[config.mk]
export PLATFORM = sky130hd
export DESIGN_NAME = fetch_stage
export DESIGN_NICKNAME = d
export VERILOG_FILES = /design/src/rtl/fetch_pkg.sv /design/src/rtl/fetch_fifo.sv /design/src/rtl/fetch_stage.sv
export SDC_FILE = /design/constraint.sdc
export NUM_CORES = 1
export LEC_CHECK = 0
export ABC_CLOCK_PERIOD_IN_PS = 2800
export CAP_MARGIN = 20
export CORE_UTILIZATION = 45
export CTS_CLUSTER_SIZE = 12
export DETAILED_ROUTE_END_ITERATION = 10
export HOLD_SLACK_MARGIN = 0.1
export PLACE_DENSITY = 0.83
export RECOVER_POWER = 25
export SETUP_SLACK_MARGIN = 0.3
export SYNTH_ARGS = -nofsm -noshare
export SYNTH_HDL_FRONTEND = slang
export SYNTH_SLANG_ARGS = --single-unit
[constraint.sdc]
create_clock -name clk -period 2.8 [get_ports clk]
set_input_delay 0.56 -clock clk [delete_from_list [all_inputs] [get_ports clk]]
set_output_delay 0.56 -clock clk [all_outputs]
set_load 0.1 [all_outputs]
[src/rtl/fetch_pkg.sv]
`default_nettype none
// ============================================================================
// Module   : fetch_pkg
// Purpose  : Shared widths, FSM state encoding and the buffered entry type
//            for the instruction fetch stage. FETCH_PARITY_EN adds perr.
// Revision : 1.0 - initial release
// ============================================================================
package fetch_pkg;

    localparam int ADDR_W  = 6;
    localparam int INSTR_W = 16;

    typedef logic [1:0] fetch_state_e;
    localparam fetch_state_e IDLE  = 2'd0;
    localparam fetch_state_e FETCH = 2'd1;
    localparam fetch_state_e DRAIN = 2'd2;

    typedef struct packed {
        logic [ADDR_W-1:0]  addr;
        logic [INSTR_W-1:0] instr;
`ifdef FETCH_PARITY_EN
        logic               perr;
`endif
    } fetch_entry_t;

endpackage
`default_nettype wire

[src/rtl/fetch_fifo.sv]
`default_nettype none
// ============================================================================
// Module   : fetch_fifo
// Purpose  : DEPTH-entry synchronous FIFO of fetch_entry_t with clear.
// Revision : 1.0 - initial release
// ============================================================================
module fetch_fifo
    import fetch_pkg::*;
#(
    parameter int DEPTH = 2,
    parameter int CNT_W = $clog2(DEPTH + 1)
) (
    input  logic             clk,
    input  logic             nReset,
    input  logic             push,
    input  fetch_entry_t     push_data,
    input  logic             pop,
    input  logic             clear,
    output logic             full,
    output logic             empty,
    output logic [CNT_W-1:0] count,
    output fetch_entry_t     head
);

    localparam int PTR_W = (DEPTH > 1) ? $clog2(DEPTH) : 1;

    fetch_entry_t     mem_q [DEPTH];
    fetch_entry_t     mem_d [DEPTH];
    logic [PTR_W-1:0] wr_ptr_q, wr_ptr_d;
    logic [PTR_W-1:0] rd_ptr_q, rd_ptr_d;
    logic [CNT_W-1:0] count_q, count_d;
    logic             do_push;
    logic             do_pop;

    // Pointers wrap explicitly so non-power-of-two depths work.
    function automatic logic [PTR_W-1:0] ptr_inc(input logic [PTR_W-1:0] p);
        return (p == PTR_W'(DEPTH - 1)) ? '0 : p + 1'b1;
    endfunction

    assign empty   = (count_q == '0);
    assign full    = (count_q == CNT_W'(DEPTH));
    assign do_pop  = pop & ~empty;
    assign do_push = push & (~full | do_pop);
    assign count   = count_q;
    assign head    = mem_q[rd_ptr_q];

    always_comb begin
        mem_d    = mem_q;
        wr_ptr_d = wr_ptr_q;
        rd_ptr_d = rd_ptr_q;
        count_d  = count_q;
        if (clear) begin
            wr_ptr_d = '0;
            rd_ptr_d = '0;
            count_d  = '0;
        end else begin
            if (do_push) begin
                mem_d[wr_ptr_q] = push_data;
                wr_ptr_d        = ptr_inc(wr_ptr_q);
            end
            if (do_pop) begin
                rd_ptr_d = ptr_inc(rd_ptr_q);
            end
            count_d = count_q + CNT_W'(do_push) - CNT_W'(do_pop);
        end
    end

    always_ff @(posedge clk) begin
        if (nReset) begin
            wr_ptr_q <= '0;
            rd_ptr_q <= '0;
            count_q  <= '0;
        end else begin
            wr_ptr_q <= wr_ptr_d;
            rd_ptr_q <= rd_ptr_d;
            count_q  <= count_d;
        end
    end

    always_ff @(posedge clk) begin
        mem_q <= mem_d;
    end

endmodule
`default_nettype wire

[src/rtl/fetch_stage.sv]
`default_nettype none
// ============================================================================
// Module   : fetch_stage
// Purpose  : Issues PC-driven ROM reads under a FIFO credit rule and hands
//            buffered words to the decoder; FETCH_PARITY_EN adds parity.
// Revision : 1.0 - initial release
// ============================================================================
module fetch_stage
    import fetch_pkg::*;
#(
    parameter int DEPTH = 2
) (
    input  logic               clk,
    input  logic               nReset,
    input  logic [ADDR_W-1:0]  pc_addr,
    output logic               pc_advance,
    output logic               mem_req,
    output logic [ADDR_W-1:0]  mem_addr,
    input  logic [INSTR_W-1:0] mem_rdata,
    input  logic               flush,
    output logic [INSTR_W-1:0] instr,
    output logic [ADDR_W-1:0]  instr_addr,
    output logic               instr_valid,
    input  logic               instr_ready
`ifdef FETCH_PARITY_EN
    ,
    input  logic               mem_rpar,
    output logic               instr_perr
`endif
);

    localparam int CNT_W = $clog2(DEPTH + 1);

    fetch_state_e      state_q, state_d;
    logic              inflight_q, inflight_d;
    logic [ADDR_W-1:0] req_addr_q, req_addr_d;
    logic              fifo_push;
    logic              fifo_pop;
    logic              fifo_full;
    logic              fifo_empty;
    logic [CNT_W-1:0]  fifo_count;
    logic [CNT_W:0]    credit_need;
    logic              issue;
    fetch_entry_t      push_entry;
    fetch_entry_t      head_entry;

    assign fifo_pop    = instr_valid & instr_ready;
    // Entries already held plus the word on the bus, minus the one leaving now.
    assign credit_need = {1'b0, fifo_count} + (CNT_W + 1)'(inflight_q)
                       - (CNT_W + 1)'(fifo_pop);
    assign issue       = (state_q == FETCH) & ~flush
                       & (credit_need < (CNT_W + 1)'(DEPTH));
    assign fifo_push   = (state_q == FETCH) & inflight_q & ~flush
                       & (~fifo_full | fifo_pop);

    assign mem_req    = issue;
    assign pc_advance = issue;
    assign mem_addr   = pc_addr;

    always_comb begin
        push_entry       = '0;
        push_entry.addr  = req_addr_q;
        push_entry.instr = mem_rdata;
`ifdef FETCH_PARITY_EN
        push_entry.perr  = ^{mem_rdata, mem_rpar};
`endif
    end

    fetch_fifo #(
        .DEPTH (DEPTH),
        .CNT_W (CNT_W)
    ) u_fifo (
        .clk       (clk),
        .nReset    (nReset),
        .push      (fifo_push),
        .push_data (push_entry),
        .pop       (fifo_pop),
        .clear     (flush),
        .full      (fifo_full),
        .empty     (fifo_empty),
        .count     (fifo_count),
        .head      (head_entry)
    );

    // Head fields are masked so an empty buffer presents zeros, not stale data.
    assign instr_valid = ~fifo_empty;
    assign instr       = fifo_empty ? '0 : head_entry.instr;
    assign instr_addr  = fifo_empty ? '0 : head_entry.addr;
`ifdef FETCH_PARITY_EN
    assign instr_perr  = ~fifo_empty & head_entry.perr;
`endif

    always_comb begin
        state_d = state_q;
        case (state_q)
            IDLE:    state_d = FETCH;
            FETCH:   if (flush && inflight_q) state_d = DRAIN;
            DRAIN:   state_d = FETCH;
            default: state_d = IDLE;
        endcase
    end

    always_comb begin
        inflight_d = issue;
        req_addr_d = issue ? pc_addr : req_addr_q;
    end

    always_ff @(posedge clk) begin
        if (nReset) begin
            state_q    <= IDLE;
            inflight_q <= 1'b0;
            req_addr_q <= '0;
        end else begin
            state_q    <= state_d;
            inflight_q <= inflight_d;
            req_addr_q <= req_addr_d;
        end
    end

endmodule
`default_nettype wire

==> impl_results.md, run 1 <==
* GR Util met1 at 19.2%
* Initial antenna violation count at 0
* Clock sink count at 57
* Core Area at 4880 um2
* Internal power at 0.00137 W
* Worst-path clk slew at 0.06 ns
* Post-CTS Hold Buffers at 0
* Met2 usage at 32.5%
* Vias in the first global route at 1489
* Total GRT Usage at 18.0%
* TritonCTS clock tree: built
* Final Power at 0.00182 W
* Final setup violation count at 0
* Clock Tree Root: clkbuf_8
* Setup ws final at 0.00655 ns
* Lkg Pwr at 1.31 nW
* Switching pwr at 0.000451 W
* Reg2reg path depth at 20
* CP Max Fanout at 3
* Max_slew headroom at 62.4%
* Startpoint types: flip-flop
* CP startpoint: u_fifo.count[0]$_SDFF_PP0_
* RR Startpoint: u_fifo.count[0]$_SDFF_PP0_
* Fin. Hold Viols at 0
* Initial Util at 48.2%
* Post-synth top area cell: edfxtp_1
* Arrival time of the worst setup path at 2.23 ns
* Routed Antenna Nets at 0
* Worst-Skew Late Latency at 0.34 ns
* Final core occ at 74.8%
* Cell count after synthesis at 168
* Ys flop type: edfxtp_1
* Minimum clock period at 2.79 ns
* Fmax at 0.358 GHz
* Mapped Area at 2350 um2
* Vias at 1541
* Mapped Nets at 198
* Kind of critical path: reg2out
* First-pass GRT wire length at 6930 um
* TritonCTS Buffers at 9
* Cell variety after synth at 25
* Drt pass-1 iters at 4
* CP max-delay cell: fa_2
* Top delay family on crit path: adder cells
* Synthesis Warnings at 0
* Layout cells sized above 1 at 38.3%
* Antenna cell count at 0
* I/O pins at 57
* Sequential share of the synthesized area at 67.2%
* Setup slack, reg-to-reg at 0.05 ns
* Post-DP HPWL at 2970 um
* Maximum vdd ir drop at 0.353 mV
* CP max stage delay at 0.53 ns
* Post-synthesis area per instance at 14.0 um2
* Status: complete, no violations
* RSZ-0062 raised after global routing: true
* Die height at 74.3 um
* Fin Clk Skew at 0.00624 ns
* Area Growth Syn to Fin at 55.3%
* Final Wtd Congestion at 0.729
* Flop pwr share at 50.9%
* Most common cell after layout, fill and taps aside: edfxtp_1
* Max-cap violations at 0
* Switching share of power at 24.8%
* Grt total ovfl at 0
* Worst path cell trace: o21ai_4, inv_2, ha_4, inv_4, nand2_2, fa_2, and3_4, buf_12
* Largest net degree at the start of global routing at 24
* Bufs and invs on worst path at 3
* Worst hold path type: reg2reg
* GR Util met3 at 6.78%
* Clock network fraction of total power at 38.9%
* Die area at 5520 um2
* Top area cells in the synthesized netlist: edfxtp_1 56%, mux2i_1 12%, dfxtp_1 11%, nor2_1 4.5%, nand2b_1 3.5%
* Synth async-reset ratio at 0%
* Busiest layer in global routing: met2
* Synthesized flop and latch total at 57
* Clock buffer depth at 2
* DRC viols at 0
* Total Wirelength at 5030 um
* Setup TNS at 0 ns
* Critical Path End: pc_advance
* Cell row count at 25
* Pre-CTS setup slack at -0.268 ns
* Post-synth EDFFs at 44
* Pin slew with the least headroom to its limit at 0.562 ns
* Pwr dens at 498 nW/um2
* RR Endpoint: u_fifo.count[1]$_SDFF_PP0_
* Maximum level of the CTS H-tree at 3
* Final Max Slew Viols at 0
* Die W at 74.3 um
* Avg WL per Cell at 15.7 um
* Nets at 278
* Dpl cells at 287
* Number of port buffers at 56
* Most frequent cells in the layout: 44 x edfxtp_1, 28 x mux2i_1, 24 x buf_12, 23 x nor2_1, 23 x buf_4
* Worst setup EP type: output pin
* Mean number of vias per cell at 4.82
* Worst EP required at 2.24 ns
* CP Depth at 8
* Drt initial violations at 72
* Final worst path period share at 99.8%
* Combinational share of power at 10.2%
* Non-filler cells, final at 320
* Synth top area share at 56.2%
-- synthesized netlist by cell type, drive strengths merged (2+ instances only) --
library cell   n
and2           2
buf           11
clkbuf         3
dfxtp         13
edfxtp        44
ha             3
inv            8
mux2i         28
nand2          2
nand2b        13
nor2          28
xnor2          2
-- worst min-delay path by stage --
stage / startpoint / to / cells after the start
global placement: state_q[0]$_SDFFE_PP0P_ / state_q[0]$_SDFFE_PP0P_ / 1
detailed placement: state_q[0]$_SDFFE_PP0P_ / state_q[0]$_SDFFE_PP0P_ / 1
finish: state_q[0]$_SDFFE_PP0P_ / state_q[0]$_SDFFE_PP0P_ / 1
floorplan: state_q[0]$_SDFFE_PP0P_ / state_q[0]$_SDFFE_PP0P_ / 1
CTS: state_q[0]$_SDFFE_PP0P_ / state_q[0]$_SDFFE_PP0P_ / 1
global route: state_q[0]$_SDFFE_PP0P_ / state_q[0]$_SDFFE_PP0P_ / 1
-- power by group through the flow --
| stage | Sequential (W) | Combinational, W | Clock (W) |
|---|---|---|---|
| floorplan | 0.000944 | 0.000113 | 0 |
| global placement | 0.000945 | 0.000173 | 0 |
| detailed placement | 0.000946 | 0.000176 | 0 |
| CTS | 0.000927 | 0.000181 | 0.000717 |
| global route | 0.000926 | 0.000194 | 0.000767 |
| finish | 0.000926 | 0.000186 | 0.000707 |
-- metal layers --
metal / wire length [um] / vias to the layer above
met5: 0 / -
met4: 98 / 0
met3: 218 / 10
met2: 2820 / 50
met1: 1890 / 746
li1: - / 735
-- worst register-to-register path, stage by stage, from the launching register on --
cell and delay, ns:
dfxtp_4 0.36, o21ai_4 0.17, inv_2 0.06, ha_4 0.27
inv_4 0.03, buf_4 0.12, buf_6 0.10, buf_6 0.10
buf_6 0.11, buf_6 0.11, buf_6 0.11, buf_6 0.11
buf_6 0.10, buf_4 0.12, buf_6 0.10, buf_6 0.10
buf_6 0.10, buf_6 0.11, ha_4 0.15, xnor2_2 0.12
nor2_1 0.12
-- flip-flops by register name, indices dropped and copies added, names as in the netlist --
name,flops
inflight_q,1
req_addr_q,6
state_q,2
u_fifo.count,2
u_fifo.mem_q,44
u_fifo.rd_ptr_q,1
u_fifo.wr_ptr_q,1
-- logic make-up (layout without fill, tap and decap cells) --
kind of cell | count (synthesis) | in the layout | synth area share [%]
AO/OA/AOI/OAI | 3 | 3 | 1.33
XOR/XNOR | 3 | 3 | 1.12
adder cells (fa/ha/maj) | 4 | 4 | 2.45
buffers and inverters | 22 | 107 | 4.84
flip-flops | 57 | 57 | 67.2
multiplexers | 29 | 29 | 12.6
AND/OR/NAND/NOR | 50 | 50 | 10.5
-- per-stage QoR --
stage	hold WS (ns)	cell area [um2]
finish	0.448	3650
global route	0.471	3650
CTS	0.447	3530
detailed placement	0.438	3240
global placement	0.424	3240
floorplan	0.412	2410
-- what timing repair did --
item / in CTS / in global routing
buffers inserted: 13 / 4
gates resized for setup: 6 / 23
setup endpoints to repair: 22 / 27
pin swaps: 0 / 6
-- cell type report --
cell class                 count  area [um2]
clock buffer                  10         149
inverter                       8        32.5
multi-input combinational     89         728
sequential                    57        1590
clock inverter                 6        41.3
timing repair buffer          83        1030
tap                           67        83.8
fill                         299        1230
(Power assumes the default switching activity.)
==> inputs of run 2 (changes only) <==
PLACE_DENSITY = 0.82   (was 0.83)
SYNTH_HIERARCHICAL = 1   (was not set)
==> impl_results.md, run 2 <==
* Total Wirelength at 4720 um
* Nets at 269
* Final setup violation count at 2
* Total GRT Usage at 18.6%
* Post-synth top area cell: edfxtp_1
* DRC viols at 0
* Vias in the first global route at 1569
* Maximum level of the CTS H-tree at 3
* Core Area at 5170 um2
* Final Max Slew Viols at 0
* Pre-CTS setup slack at -0.377 ns
* Number of port buffers at 56
* Layout cells sized above 1 at 46.9%
* Initial antenna violation count at 0
* TritonCTS Buffers at 9
* Top area cells in the synthesized netlist: edfxtp_1 54%, dfxtp_1 11%, mux2_2 10%, nor2b_1 6.4%, nand2b_1 3.6%
* Antenna cell count at 0
* Max_slew headroom at 68.7%
* Kind of critical path: reg2out
* Minimum clock period at 2.80 ns
* Worst hold path type: reg2reg
* Pwr dens at 480 nW/um2
* I/O pins at 57
* Clock buffer depth at 2
* Lkg Pwr at 1.36 nW
* Synth top area share at 53.9%
* Status: finished, violations left
* Initial Util at 47.4%
* Setup ws final at -0.00224 ns
* Synthesis Warnings at 6
* Final Power at 0.00178 W
* Grt total ovfl at 0
* Most flops, register: u_fifo/mem_q
* CP max-delay cell: fa_2
* First-pass GRT wire length at 7310 um
* Vias at 1529
* Most frequent cells in the layout: 44 x edfxtp_1, 27 x buf_12, 22 x mux2_2, 20 x nor2b_2, 18 x buf_4
* Synth async-reset ratio at 0%
* Pin slew with the least headroom to its limit at 0.468 ns
* Worst-Skew Late Latency at 0.33 ns
* Worst path cell trace: nor2_4, nor2b_4, ha_4, nand2b_4, fa_2, and4b_2, buf_12
* Drt initial violations at 57
* Largest net degree at the start of global routing at 24
* Synthesized flop and latch total at 57
* Cell count after synthesis at 172
* Violated checks: negative setup slack
* Most common cell after layout, fill and taps aside: edfxtp_1
* Reg2reg path depth at 14
* Max-cap violations at 0
* Post-DP HPWL at 3120 um
* Top-count cell post-synth: edfxtp_1
* Mapped Nets at 201
* Final std cell area, no fill at 3700 um2
* Mapped Area at 2450 um2
* Ys flop type: edfxtp_1
* Worst setup EP type: output pin
* Final Wtd Congestion at 0.675
* Area after DPL at 3460 um2
* Worst EP required at 2.24 ns
* Sequential share of the synthesized area at 64.5%
* Final worst path period share at 100%
* Cell variety after synth at 29
* Mean number of vias per cell at 4.85
* Die area at 5750 um2
* Post-synth EDFFs at 44
* Max FFs per register at 44
* Post-synthesis area per instance at 14.3 um2
* Arrival time of the worst setup path at 2.24 ns
* Drt pass-1 iters at 4
* Post-CTS Hold Buffers at 0
* Commonest cells in the netlist: 44 x edfxtp_1, 25 x nor2b_1, 22 x mux2_2
* Routed Antenna Nets at 0
* Area Growth Syn to Fin at 50.6%
* Avg WL per Cell at 15.0 um
* Fin Clk Skew at 0.00707 ns
* Fin. Hold Viols at 0
* Fill cells at 341
* Worst-path clk slew at 0.06 ns
* Startpoint types: flip-flop
* Cell row count at 26
* CP max stage delay at 0.50 ns
* Largest registers: u_fifo/mem_q x44, req_addr_q x6
* Worst Hold Slack at 0.429 ns
* Final core occ at 71.5%
* Hold Crit Depth at 1
* Clock sink count at 57
* Die height at 75.8 um
* Maximum vdd ir drop at 0.263 mV
* Fmax at 0.357 GHz
* Die W at 75.8 um
* Clock Tree Root: clkbuf_8
* CP Max Fanout at 6
* TritonCTS clock tree: built
* RSZ-0062 raised after global routing: true
==> run 2: cell count changes in the layout (fill, tap and decap cells not counted), sizes merged, moves of 2 or more <==
cell / previous run / this run
nor2: 28 / 4
nor2b: 1 / 25
mux2: 1 / 22
mux2i: 28 / 7
buf: 58 / 45
inv: 8 / 3
nor3: 0 / 3
o21ai: 1 / 4
clkinv: 3 / 5
clkinvlp: 3 / 1
or3: 0 / 2
==> run 2: repair_timing <==
item | 4_1_cts | 5_1_grt
gates cloned | 0 | 0
pin swaps | 2 | 4
setup endpoints to repair | 9 | 3
resized for setup | 7 | 3
setup buffers | 2 | 0
==> run 2: final timing paths <==
kind	slack, ns	end	startpoint
setup / recovery	-0.002	mem_req	u_fifo/count[0]$_SDFF_PP0_
hold / removal	0.43	state_q[0]$_SDFFE_PP0P_	state_q[0]$_SDFFE_PP0P_
setup reg to reg	0.43	u_fifo/count[1]$_SDFF_PP0_	u_fifo/count[0]$_SDFF_PP0_
hold reg to reg	0.43	state_q[0]$_SDFFE_PP0P_	state_q[0]$_SDFFE_PP0P_
==> run 2: kinds of logic (layout without fill, tap and decap cells) <==
| logic type | Yosys count | count (layout) | synth area share [%] |
|---|---|---|---|
| buf+inv | 16 | 89 | 3.93 |
| fa+ha+maj | 3 | 3 | 1.84 |
| flops | 57 | 57 | 64.5 |
| compound gates | 6 | 6 | 1.33 |
| mux | 29 | 29 | 13.0 |
| xor+xnor | 4 | 4 | 1.43 |
| simple gates | 57 | 57 | 14.1 |
==> run 2: per-stage QoR <==
step | setup TNS, ns | instances
2_1_floorplan | 0 | 172
3_3_place_gp | -1.08 | 297
3_5_place_dp | -1.40 | 297
4_1_cts | -0.118 | 315
5_1_grt | -0.172 | 315
6_report | -0.00378 | 315
==> run 2: per-layer routing <==
metal | up-vias | track usage, % | wire length (um)
met5 | - | 0 | 0
met4 | 0 | 10.9 | 116
met3 | 10 | 6.22 | 197
met2 | 49 | 31.7 | 2440
met1 | 729 | 20.1 | 1970
li1 | 741 | - | -
==> run 2: where the power goes <==
group	switching (W)	total (W)	internal (W)	leakage (nW)
logic	0.0000754	0.000133	0.0000572	0.749
registers	0.00000561	0.000922	0.000917	0.514
clock network	0.000320	0.000720	0.000401	0.0962
total	0.000401	0.00178	0.00137	1.36
==> run 2: worst max-delay path, delay by kind of cell, from the launching register on <==
family                     cells  cell delay (ns)
adders and majority gates      2             0.70
buffers and inverters          1             0.20
and+or+nand+nor                4             0.62
DFF                            1             0.38
==> run 2: layout make-up <==
type	count	area [um2]	area share (%)
clock inverter	7	61.3	1.66
sequential	57	1590	42.9
multi-input combinational	99	900	24.3
inverter	3	11.3	0.305
timing repair buffer	70	926	25.1
tap	70	87.6	2.37
clock buffer	9	124	3.35
==> inputs of run 3 (changes only) <==
ABC_AREA = 1   (was not set)
==> impl_results.md, run 3 <==
* Status: finished, violations left
* Violated checks: negative setup slack
* Die area at 5960 um2
* Area Growth Syn to Fin at 50.6%
* Layout cells sized above 1 at 29.6%
* Register area at 1590 um2
* RSZ-0062 raised after global routing: true
* Grt total ovfl at 0
* Most common cell after layout, fill and taps aside: nand2_1
* Final setup violation count at 2
* Initial antenna violation count at 0
* Total Wirelength at 5350 um
* Pin slew with the least headroom to its limit at 0.413 ns
* Antenna cell count at 0
* Cell count after synthesis at 274
* Nets at 372
* Multi-input logic area at 806 um2
* Worst setup EP type: output pin
* Worst EP required at 2.24 ns
* Kind of critical path: reg2out
* I/O pins at 57
* Fin Clk Skew at 0.00848 ns
* Top-count cell post-synth: nand2_1
* Most flops, register: u_fifo/mem_q
* Clock Tree Root: clkbuf_8
* Max FFs per register at 44
* TritonCTS clock tree: built
* Synthesis Warnings at 6
* Setup slack, reg-to-reg at 0.43 ns
* Commonest cells in the netlist: 85 x nand2_1, 44 x edfxtp_1, 44 x inv_1
* Avg WL per Cell at 12.7 um
* Initial Util at 46.5%
* Clock buffer depth at 2
* Total GRT Usage at 19.8%
* Mux cell area share after synthesis at 0%
* Final Max Slew Viols at 0
* Top area cells in the synthesized netlist: edfxtp_1 52%, nand2_1 13%, dfxtp_1 10%, inv_1 6.5%, nor2_1 6.2%
* Most frequent cells in the layout: 84 x nand2_1, 44 x edfxtp_1, 42 x inv_1, 27 x buf_12, 22 x nor2_2
* Final std cell area, no fill at 3830 um2
* Area after DPL at 3540 um2
* Worst-Skew Late Latency at 0.33 ns
* Cell row count at 27
* Die height at 77.2 um
* CP Max Fanout at 3
* Post-synth EDFFs at 44
* Final Wtd Congestion at 0.777
* Largest net degree at the start of global routing at 24
* Number of port buffers at 56
* Synthesized flop and latch total at 57
* Post-synthesis compound-gate area fraction at 1.08%
* Critical Path End: mem_req
* Drt initial violations at 105
* Cell variety after synth at 26
* Fmax at 0.333 GHz
* Post-synth top area cell: edfxtp_1
* Startpoint types: flip-flop
* Fin. Hold Viols at 0
* Post-CTS Hold Buffers at 0
* Pwr dens at 511 nW/um2
* Final worst path period share at 107%
* Core Area at 5470 um2
* Lkg Pwr at 1.62 nW
* RR Startpoint: u_fifo/count[1]$_SDFF_PP0_
* First-pass GRT wire length at 8720 um
* Final Power at 0.00196 W
* Mapped Area at 2540 um2
* Setup ws final at -0.202 ns
* Vias at 1952
* Maximum vdd ir drop at 0.272 mV
* Xor/xnor share of the synthesized area at 0%
* Post-synthesis area per instance at 9.29 um2
* Minimum clock period at 3.00 ns
* Sequential share of the synthesized area at 62.1%
* Mapped Nets at 303
* Maximum level of the CTS H-tree at 3
* Simple logic cell fraction of the synthesized area at 24.8%
* Adder-cell share of the synthesized area at 1.77%
* Synth top area share at 51.9%
* Vias in the first global route at 1916
* CP startpoint: u_fifo/count[1]$_SDFF_PP0_
* Synth async-reset ratio at 0%
* Die W at 77.2 um
* TritonCTS Buffers at 9
* Largest registers: u_fifo/mem_q x44, req_addr_q x6
* Post-DP HPWL at 3610 um
* Ys flop type: edfxtp_1
* Fill cells at 384
* Clock sink count at 57
* Worst-path clk slew at 0.06 ns
* Drt pass-1 iters at 4
* Mean number of vias per cell at 4.65
* Max_slew headroom at 72.4%
* Arrival time of the worst setup path at 2.44 ns
* Reg2reg path depth at 13
* RR Endpoint: req_addr_q[3]$_SDFFE_PP0P_
* Worst hold path type: reg2reg
* Routed Antenna Nets at 0
* Max-cap violations at 0
* Largest family of logic cells by synthesized area: simple AND/OR/NAND/NOR gates
* DRC viols at 0
-- run 3: what timing repair did --
action / CTS / global route
endpoints found under the setup margin: 2 / 3
pin swaps: 4 / 2
buffers inserted: 4 / 2
gates resized for setup: 1 / 4
-- run 3: metrics by stage --
stage               instances  TNS, ns  hold slack, ns  utilization [%]  setup slack, ns
global route              420   -0.652           0.489             70.0           -0.326
CTS                       418   -0.478           0.460             69.4           -0.239
detailed placement        398   -0.888           0.449             64.7           -0.444
global placement          398   -0.792           0.437             64.7           -0.396
floorplan                 274    -2.74           0.426                -           -0.792
finish                    420   -0.403           0.459             70.0           -0.202
-- run 3: final cells by class --
class	instances	area share, %
inverter	47	4.77
timing repair buffer	71	24.4
clock buffer	12	4.05
clock inverter	4	1.99
multi-input combinational	157	21.0
sequential	57	41.4
tap	72	2.35
-- run 3: worst min path at each step --
stage	start	end	slack (ns)	cells after the start
2_1_floorplan	state_q[0]$_SDFFE_PP0P_	state_q[0]$_SDFFE_PP0P_	0.43	1
3_3_place_gp	req_addr_q[5]$_SDFFE_PP0P_	u_fifo/mem_q[21]$_DFFE_PP_	0.44	0
3_5_place_dp	req_addr_q[3]$_SDFFE_PP0P_	u_fifo/mem_q[19]$_DFFE_PP_	0.45	0
4_1_cts	state_q[0]$_SDFFE_PP0P_	state_q[0]$_SDFFE_PP0P_	0.46	1
5_1_grt	req_addr_q[5]$_SDFFE_PP0P_	u_fifo/mem_q[43]$_DFFE_PP_	0.49	0
6_report	state_q[0]$_SDFFE_PP0P_	state_q[0]$_SDFFE_PP0P_	0.46	1
-- run 3: kinds of logic (layout without fill, tap and decap cells) --
family,count (synthesis),after routing
AOI/OAI and AO/OA,5,5
DFF,57,57
buffers and inverters,60,134
adders and majority gates,3,3
and+or+nand+nor,149,149
-- run 3: critical path: stages (launching register included) --
cell and delay, ns:
dfxtp_2 0.33, nor2_4 0.14, clkinvlp_4 0.10, nand2_2 0.07
inv_2 0.05, ha_4 0.20, or2_4 0.23, fa_2 0.57
nand3_4 0.10, nor2_8 0.14, buf_12 0.19
-- run 3: power by group --
group | switching, W | leakage [nW] | internal (W) | total (W)
Sequential | 0.00000641 | 0.501 | 0.000920 | 0.000926
Combinational | 0.000102 | 1.00 | 0.0000636 | 0.000165
Clock | 0.000317 | 0.113 | 0.000551 | 0.000868
Total | 0.000425 | 1.62 | 0.00153 | 0.00196
-- run 3: per-layer routing --
| layer | global-route usage, % | routed length, um | vias to the layer above |
|---|---|---|---|
| met4 | 8.30 | 70 | 0 |
| met2 | 35.8 | 2950 | 57 |
| li1 | - | - | 977 |
| met1 | 20.9 | 2110 | 911 |
| met5 | 0 | 0 | - |
| met3 | 6.55 | 229 | 7 |
